==> config.mk <==
export PLATFORM = sky130hd
export DESIGN_NAME = quad_decoder
export DESIGN_NICKNAME = d
export VERILOG_FILES = /design/src/rtl/quad_decoder.sv
export SDC_FILE = /design/constraint.sdc
export NUM_CORES = 1
export LEC_CHECK = 0
export ABC_AREA = 0
export CAP_MARGIN = 15
export CORE_UTILIZATION = 43
export CTS_CLUSTER_DIAMETER = 30
export DETAILED_ROUTE_END_ITERATION = 6
export PLACE_DENSITY = 0.75
export SYNTH_ARGS = -nofsm -noshare
export SYNTH_HDL_FRONTEND = slang
export SYNTH_SLANG_ARGS = --single-unit
==> constraint.sdc <==
create_clock -name clk -period 1.9 [get_ports clk]
set_input_delay 0.38 -clock clk [delete_from_list [all_inputs] [get_ports clk]]
set_output_delay 0.38 -clock clk [all_outputs]
set_load 0.1 [all_outputs]
==> src/rtl/quad_decoder.sv <==
// Quadrature decoder: synchronizes A/B, decodes Gray-code steps into a
// modulo-2^bits position count with direction, step/wrap pulses and a
// sticky illegal-transition flag.
module quad_decoder #(
    parameter int unsigned bits = 5
) (
    input  logic            clk,
    input  logic            reset_n,
    input  logic            enable,
    input  logic            a_in,
    input  logic            b_in,
    input  logic            clr,
    input  logic            load,
    input  logic [bits-1:0] D,
    output logic [bits-1:0] Q,
    output logic            up,
    output logic            step,
    output logic            wrap,
    output logic            err
);

    localparam int unsigned PRIME_W = 2;
    localparam logic [PRIME_W-1:0] PRIME_DONE = PRIME_W'(3);
    localparam logic [bits-1:0]    Q_ONE      = bits'(1);
    localparam logic [bits-1:0]    Q_ALL      = {bits{1'b1}};

    // Synchronizer, previous-sample and priming state
    logic [1:0]         s1_q, s2_q, p_q;
    logic [PRIME_W-1:0] prime_q, prime_d;

    // Architectural state
    logic [bits-1:0] q_q, q_d;
    logic            up_q, up_d;
    logic            step_q, step_d;
    logic            wrap_q, wrap_d;
    logic            err_q, err_d;

    // Decode results
    logic inc_c, dec_c, bad_c, active_c;

    // Classify the {prev, cur} pair as an up step, down step or illegal jump
    always_comb begin
        inc_c = 1'b0;
        dec_c = 1'b0;
        bad_c = 1'b0;
        unique case ({p_q, s2_q})
            4'b0001, 4'b0111, 4'b1110, 4'b1000: inc_c = 1'b1;
            4'b0010, 4'b1011, 4'b1101, 4'b0100: dec_c = 1'b1;
            4'b0011, 4'b1100, 4'b0110, 4'b1001: bad_c = 1'b1;
            default: ;
        endcase
    end

    // Decode is only honoured once the pipeline holds real input samples
    assign active_c = enable && (prime_q == PRIME_DONE);

    // Next-state: clr beats load beats a decoded step
    always_comb begin
        q_d     = q_q;
        up_d    = up_q;
        step_d  = 1'b0;
        wrap_d  = 1'b0;
        err_d   = err_q;
        prime_d = (prime_q == PRIME_DONE) ? prime_q : prime_q + PRIME_W'(1);

        if (clr) begin
            q_d   = '0;
            err_d = 1'b0;
        end else if (load) begin
            q_d = D;
            if (active_c && bad_c) begin
                err_d = 1'b1;
            end
        end else if (active_c) begin
            if (inc_c) begin
                q_d    = q_q + Q_ONE;
                up_d   = 1'b1;
                step_d = 1'b1;
                wrap_d = (q_q == Q_ALL);
            end else if (dec_c) begin
                q_d    = q_q - Q_ONE;
                up_d   = 1'b0;
                step_d = 1'b1;
                wrap_d = (q_q == '0);
            end else if (bad_c) begin
                err_d = 1'b1;
            end
        end
    end

    // State registers; the input pipeline runs every clock regardless of enable
    always_ff @(posedge clk or negedge reset_n) begin
        if (!reset_n) begin
            s1_q    <= 2'b00;
            s2_q    <= 2'b00;
            p_q     <= 2'b00;
            prime_q <= '0;
            q_q     <= '0;
            up_q    <= 1'b1;
            step_q  <= 1'b0;
            wrap_q  <= 1'b0;
            err_q   <= 1'b0;
        end else begin
            s1_q    <= {a_in, b_in};
            s2_q    <= s1_q;
            p_q     <= s2_q;
            prime_q <= prime_d;
            q_q     <= q_d;
            up_q    <= up_d;
            step_q  <= step_d;
            wrap_q  <= wrap_d;
            err_q   <= err_d;
        end
    end

    assign Q    = q_q;
    assign up   = up_q;
    assign step = step_q;
    assign wrap = wrap_q;
    assign err  = err_q;

endmodule

## Word-level counts from Yosys, hierarchy flattened

Cells that the tools add are included.
W data, S select, Z words.

- $add $sub $neg: 3
- Multipliers: 0
- Div/mod/pow operators: 0
- $lt $le $gt $ge: 0
- Equal/unequal tests: 17
- Shift-type cells: 0
- Multiplexer cells: 27
- Bitwise gates (word level): 2
- Reduce and logical (&&, ||, !) cells: 13

Operators by type and width:

| operator | count |
|---|---|
| $mux W5 | 5 |
| $eq A4 B4 Y1 const B | 6 |
| $mux W1 | 22 |
| $eq A4 B3 Y1 const B | 3 |
| $reduce_or A4 Y1 | 3 |
| $eq A4 B2 Y1 const B | 2 |
| $ne A3 B3 Y1 const B | 2 |
| $reduce_bool A3 Y1 | 2 |
| $add A5 B1 Y5 const B | 1 |
| $eq A5 B5 Y1 const B | 1 |
| $logic_not A5 Y1 | 1 |
| $reduce_and A5 Y1 | 1 |
| $sub A5 B1 Y5 const B | 1 |
| $eq A4 B1 Y1 const B | 1 |
| $reduce_and A4 Y1 | 1 |
| $reduce_bool A4 Y1 | 1 |
| $ne A3 B2 Y1 const B | 1 |
| $add A2 B1 Y2 const B | 1 |
| $eq A2 B2 Y1 const B | 1 |
| $logic_and A1 B1 Y1 | 2 |
| $not A1 Y1 | 2 |
| $reduce_and A2 Y1 | 1 |
| $reduce_bool A2 Y1 | 1 |

- Register bits: 17
- Latch bits: 0
- Memory bits (writable): 0
- Memory bits (read-only): 0
- Bits of input ports: 12
- Output and inout port bits: 9
- Word-level logic and storage cells: 71
- Memories: 0

## Logic depth before layout (Yosys ltp)

- Depth in word-level cells: 9
- Gate-level depth with buffers: 8
- Depth with buffers taken out: 8

## Worst setup path after synthesis

No wires, ideal clock.

- Path type: flip-flop to flip-flop
- From: register q_q[1], in the netlist Q[1]
- To: register q_q[4], in the netlist Q[4]
- Library setup time: 0.122 ns
- Data arrival time: 2.265 ns
- Data required time: 1.778 ns
- Setup slack: -0.487 ns
- Stages on the path, launching flop included: 7
- Path buffers: 0
- Period minus slack after synthesis: 2.387 ns
- Cells stage by stage: dfrtp_1 > xnor2_1 > ha_1 > nor4_1 > o21ai_0 > a211o_1 > a2111oi_1

- Cells in the longest elaborated chain, start to end: 6
- Elaborated cells on any way between the ends: 7
- Classes of those cells: add/sub (2); mux (5)

RTL lines:

| what | line | RTL |
|---|---|---|
| start: declaration | 32 | `logic [bits-1:0] q_q, q_d;` |
| start signal: assignment | 108 | `q_q <= q_d;` |
| $sub A5 B1 Y5 | 81 | `q_d = q_q - Q_ONE;` |
| $mux W5 | 80 | `end else if (dec_c) begin` |
| $mux W5 * | 75 | `if (inc_c) begin` |
| $mux W5 * | 74 | `end else if (active_c) begin` |
| $mux W5 * | 69 | `end else if (load) begin` |
| $mux W5 * | 66 | `if (clr) begin` |

Mark *: on every way between the ends. The rest lies on a longest branch, timed or not. The select of a mux whose other input is x is not followed.
A chain may end at the register's enable or synchronous reset.

## Worst setup path after layout

- From: register p_q[1]
- To: register q_q[4], in the netlist Q[4]

- Cells in the longest elaborated chain, start to end: 7
- Elaborated cells on any way between the ends: 18
- Classes of those cells: eq/ne (8); mux (6); reduce/logical (4)

RTL lines:

| what | line | RTL |
|---|---|---|
| start: declaration | 28 | `logic [1:0] s1_q, s2_q, p_q;` |
| start signal: assignment | 106 | `p_q <= s2_q;` |
| $eq A4 B1 Y1 (tied with other cells) | 46 | `unique case ({p_q, s2_q})` |
| $reduce_or A4 Y1 | 46 |  |
| $mux W1 | 46 |  |
| $mux W5 | 75 |  |
| $mux W5 | 74 |  |
| $mux W5 | 69 |  |
| $mux W5 | 66 |  |

Parallel ways exist; a longest one is shown, timed or not. The select of a mux whose other input is x is not followed.

==> results.tsv <==
stage	metric	value	unit
placed_design	hpwl	1.59	mm
grt	grt_pass1_vias	789	
timing	max_slew.worst_pin.slew	0.433	ns
timing	tns	-0.550	ns
grt	antenna_found_initial	0	
synthesis	async_reset_ff_share	100	%
timing	finalWorstPathRequiredPeriod	2.18	ns
synthesis	yosysUniqueCellTypes	29	
synthesis	synth.most_common_cell	dfrtp_1	
synthesis	synth_ff_type	dfrtp_1	
route	ant_nets	0	
synthesis	synth_warnings	0	
pwr	p_clk_share	17.2	%
worst_hold_path	hold_end	s2_q[0]	
synthesis	syn_area	875	um^2
worst_hold_path	whs_path_depth	0	
final_layout	layout.nets	146	
placed_design	io_buffers	20	
pwr	combPwrFrac	44.9	%
pwr	power.leakage	0.625	nW
worst_setup_path	worst-path-max-fanout	4	
pwr	pwr-share-seq	37.9	%
grt	grt_use_total	22.5	%
synthesis	netlist.top_cell.by_area	dfrtp_1	
worst_setup_path	r2r_start	p_q[1]	
timing	skew	0.00102	ns
floorplanning	rows	15	
floorplanning	die_h	47.1	um
synthesis	synthCells	82	
cts	htree_levels	1	
final_layout	antennaDiodeCount	0	
pwr	power.total	1.13	mW
floorplanning	ios	21	
timing	rsz0062_at_grt	true	
worst_setup_path	critPathLaunchType	flop	
grt	grt_pass1_wl	3.47	mm
synthesis	avgSynthCellArea	10.7	um^2
synthesis	yosys.area.top_type_share	45.8	%
pwr	powerDensity	757	mW/mm^2
worst_setup_path	rrSetupSlack	-0.28	ns
worst_setup_path	crit_slowest_cell	dfrtp_1	
placed_design	gp_congestion	0.844	
floorplanning	die_x	47.1	um
cts	numCtsBuffers	3	
synthesis	synth_xor_area_share	10.7	%
grt	grt_max_degree	18	
floorplanning	start_util	48.0	%
worst_setup_path	slowest_delay	0.42	ns
floorplanning	dieArea	0.00222	mm^2
final_layout	drive_above_1_share	42.7	%
pwr	switching_share	38.1	%
pwr	intPower	0.700	mW
synthesis	ys_top_cells_by_count	dfrtp_1 (16), nor2_1 (11), o21ai_0 (6)	
worst_setup_path	reg2reg_to	Q[4]	
cts	clock_latency	0.28	ns
worst_setup_path	worstPathArrival	2.37	ns
flow_run	maxCapViolations	0	
synthesis	yosys.area_share.simple	17.6	%
cts	cts_tree	done	
cts	cts_root_buf	clkbuf_4	
timing	whs	0.361	ns
final_layout	syn_to_final_growth	70.8	%
route	route.detailed.drc	0	
placed_design	post-place-ws	-0.171	ns
worst_hold_path	hold_class	flop to flop	
worst_hold_path	min_from	s1_q[0]	
timing	hold_viol	0	
timing	clock.fmax	0.458	GHz
worst_setup_path	worstSetupPathType	flop to flop	
worst_setup_path	r2r_cells	8	
synthesis	synth_top_family_by_area	simple AND/OR/NAND/NOR gates	
route	wl_per_cell	15.6	um
synthesis	synth_edf_count	0	
synthesis	synth_area_leaders	dfrtp_1 (46%), nor2_1 (4.7%), xor2_1 (4.0%)	
floorplanning	core	0.00182	mm^2
route	dr.pass1.iters	4	
worst_setup_path	cp_num_buf_inv	0	
outcome	status	complete, but fails checks	
synthesis	synth_nets	96	
cts	path_clk_slew	0.10	ns
grt	globalRouteOverflowTotal	0	
route	drt_wl_total	2.43	mm
synthesis	ys_seq_area_share	48.8	%
synthesis	synth-seq-cells	17	
worst_setup_path	worstPathRequired	2.08	ns
timing	finalMaxSlewViolations	0	
route	vias_per_cell	5.68	
cts	clockBufferDepth	2	
pwr	p_sw	0.431	mW
cts	cts-hold-fix-buffers	0	
timing	setup_viol	3	
synthesis	synth_compound_area_share	16.6	%
timing	finalWorstSetupSlack	-0.281	ns
route	drtIter0Drc	12	
outcome	violations	setup timing	
route	num_vias	886	
timing	maxSlewHeadroom	70.4	%
synthesis	synth.area.mux_share	1.29	%
worst_setup_path	crit_path_end_kind	flop	
cts	clkSinkCount	17	
timing	period_share	115	%
worst_setup_path	cp_cell_sequence	xnor2_2 > nor2_2 > xnor2_1 > ha_2 > nor4_1 > o21ai_1 > a211o_1 > a2111oi_2	
pwr	irDropWorstVdd	0.000533	V
worst_setup_path	path_delay_family	compound AO/OA/AOI/OAI gates	
synthesis	synthAdderAreaFrac	2.86	%
[worst max-delay path by stage]
stage            start   end  depth (start not counted)
4_1_cts         p_q[0]  Q[4]                          8
5_1_grt         p_q[0]  Q[4]                          8
6_report        p_q[1]  Q[4]                          8
3_5_place_dp    p_q[0]  Q[4]                          8
2_1_floorplan  s2_q[0]  Q[4]                          8
3_3_place_gp    p_q[0]  Q[4]                          8
[worst reg2reg max path: cells and delay by family (launching register included)]
kind                     cells  cell delay, ns
adder cells (fa/ha/maj)      1            0.20
flip-flops                   1            0.42
XOR/XNOR                     2            0.35
AND/OR/NAND/NOR              2            0.33
AO/OA/AOI/OAI                3            0.78
[power groups by stage]
stage / clock network [mW] / logic, mW / registers, mW
2_1_floorplan: 0 / 0.111 / 0.568
3_3_place_gp: 0 / 0.428 / 0.433
3_5_place_dp: 0 / 0.435 / 0.435
4_1_cts: 0.203 / 0.451 / 0.428
5_1_grt: 0.210 / 0.530 / 0.433
6_report: 0.195 / 0.508 / 0.429
[cells by family (layout without fill, tap and decap cells)]
family | after synthesis | count (layout)
XOR/XNOR | 9 | 10
AO/OA/AOI/OAI | 19 | 19
adder cells (fa/ha/maj) | 2 | 2
multiplexers | 1 | 1
flip-flops | 17 | 17
AND/OR/NAND/NOR | 31 | 31
buffers and inverters | 3 | 51
[what timing repair did]
action,CTS,global route
hold endpoints to repair,0,0
setup endpoints to repair,5,6
gates cloned,0,1
gates resized for setup,1,5
buffers inserted,4,3
pin swaps,2,3
[per-stage QoR]
stage | util [%] | std cells | area, um^2
finish | 82.1 | 156 | 1490
global route | 82.1 | 156 | 1490
detailed placement | 73.5 | 144 | 1340
CTS | 77.0 | 152 | 1400
floorplan | - | 82 | 905
global placement | 73.5 | 144 | 1340
[placed cells by master, fill, tap and decap left out, drive strengths merged]
cell type,instances
xor2,4
xnor2,6
nor2,11
or3,1
dfstp,1
clkbuf,3
a41oi,1
nand3,3
and2b,1
buf,34
nand3b,1
or4,1
inv,1
nor3,2
a2111oi,6
clkdlybuf4s50,11
a31oi,1
nor2b,1
o21ai,6
mux2,1
and3,2
ha,2
nand2,5
a311oi,2
a211o,3
dfrtp,16
nor4,2
and2,1
clkinv,2
[registers in the layout (all words and copies together) (netlist names)]
signal	flops
s1_q	2
wrap	1
Q	5
prime_q	2
s2_q	2
p_q	2
step	1
up	1
err	1
[metal layers]
metal	part of all wire, %	GRT usage, %	vias to the layer above
met5	0	0	-
met4	2.0	7.43	0
met3	5.0	3.46	8
met2	54	40.6	44
met1	39	27.4	428
li1	-	-	406
[area by class of cell]
type	instances	area (um^2)
clock buffers	3	22.5
fillers	97	327
inverters	2	7.51
multi-input cells	63	518
clock inverters	1	5.00
flip-flops and latches	17	432
repair buffers	45	478
well taps	25	31.3
(Power assumes the default switching activity.)
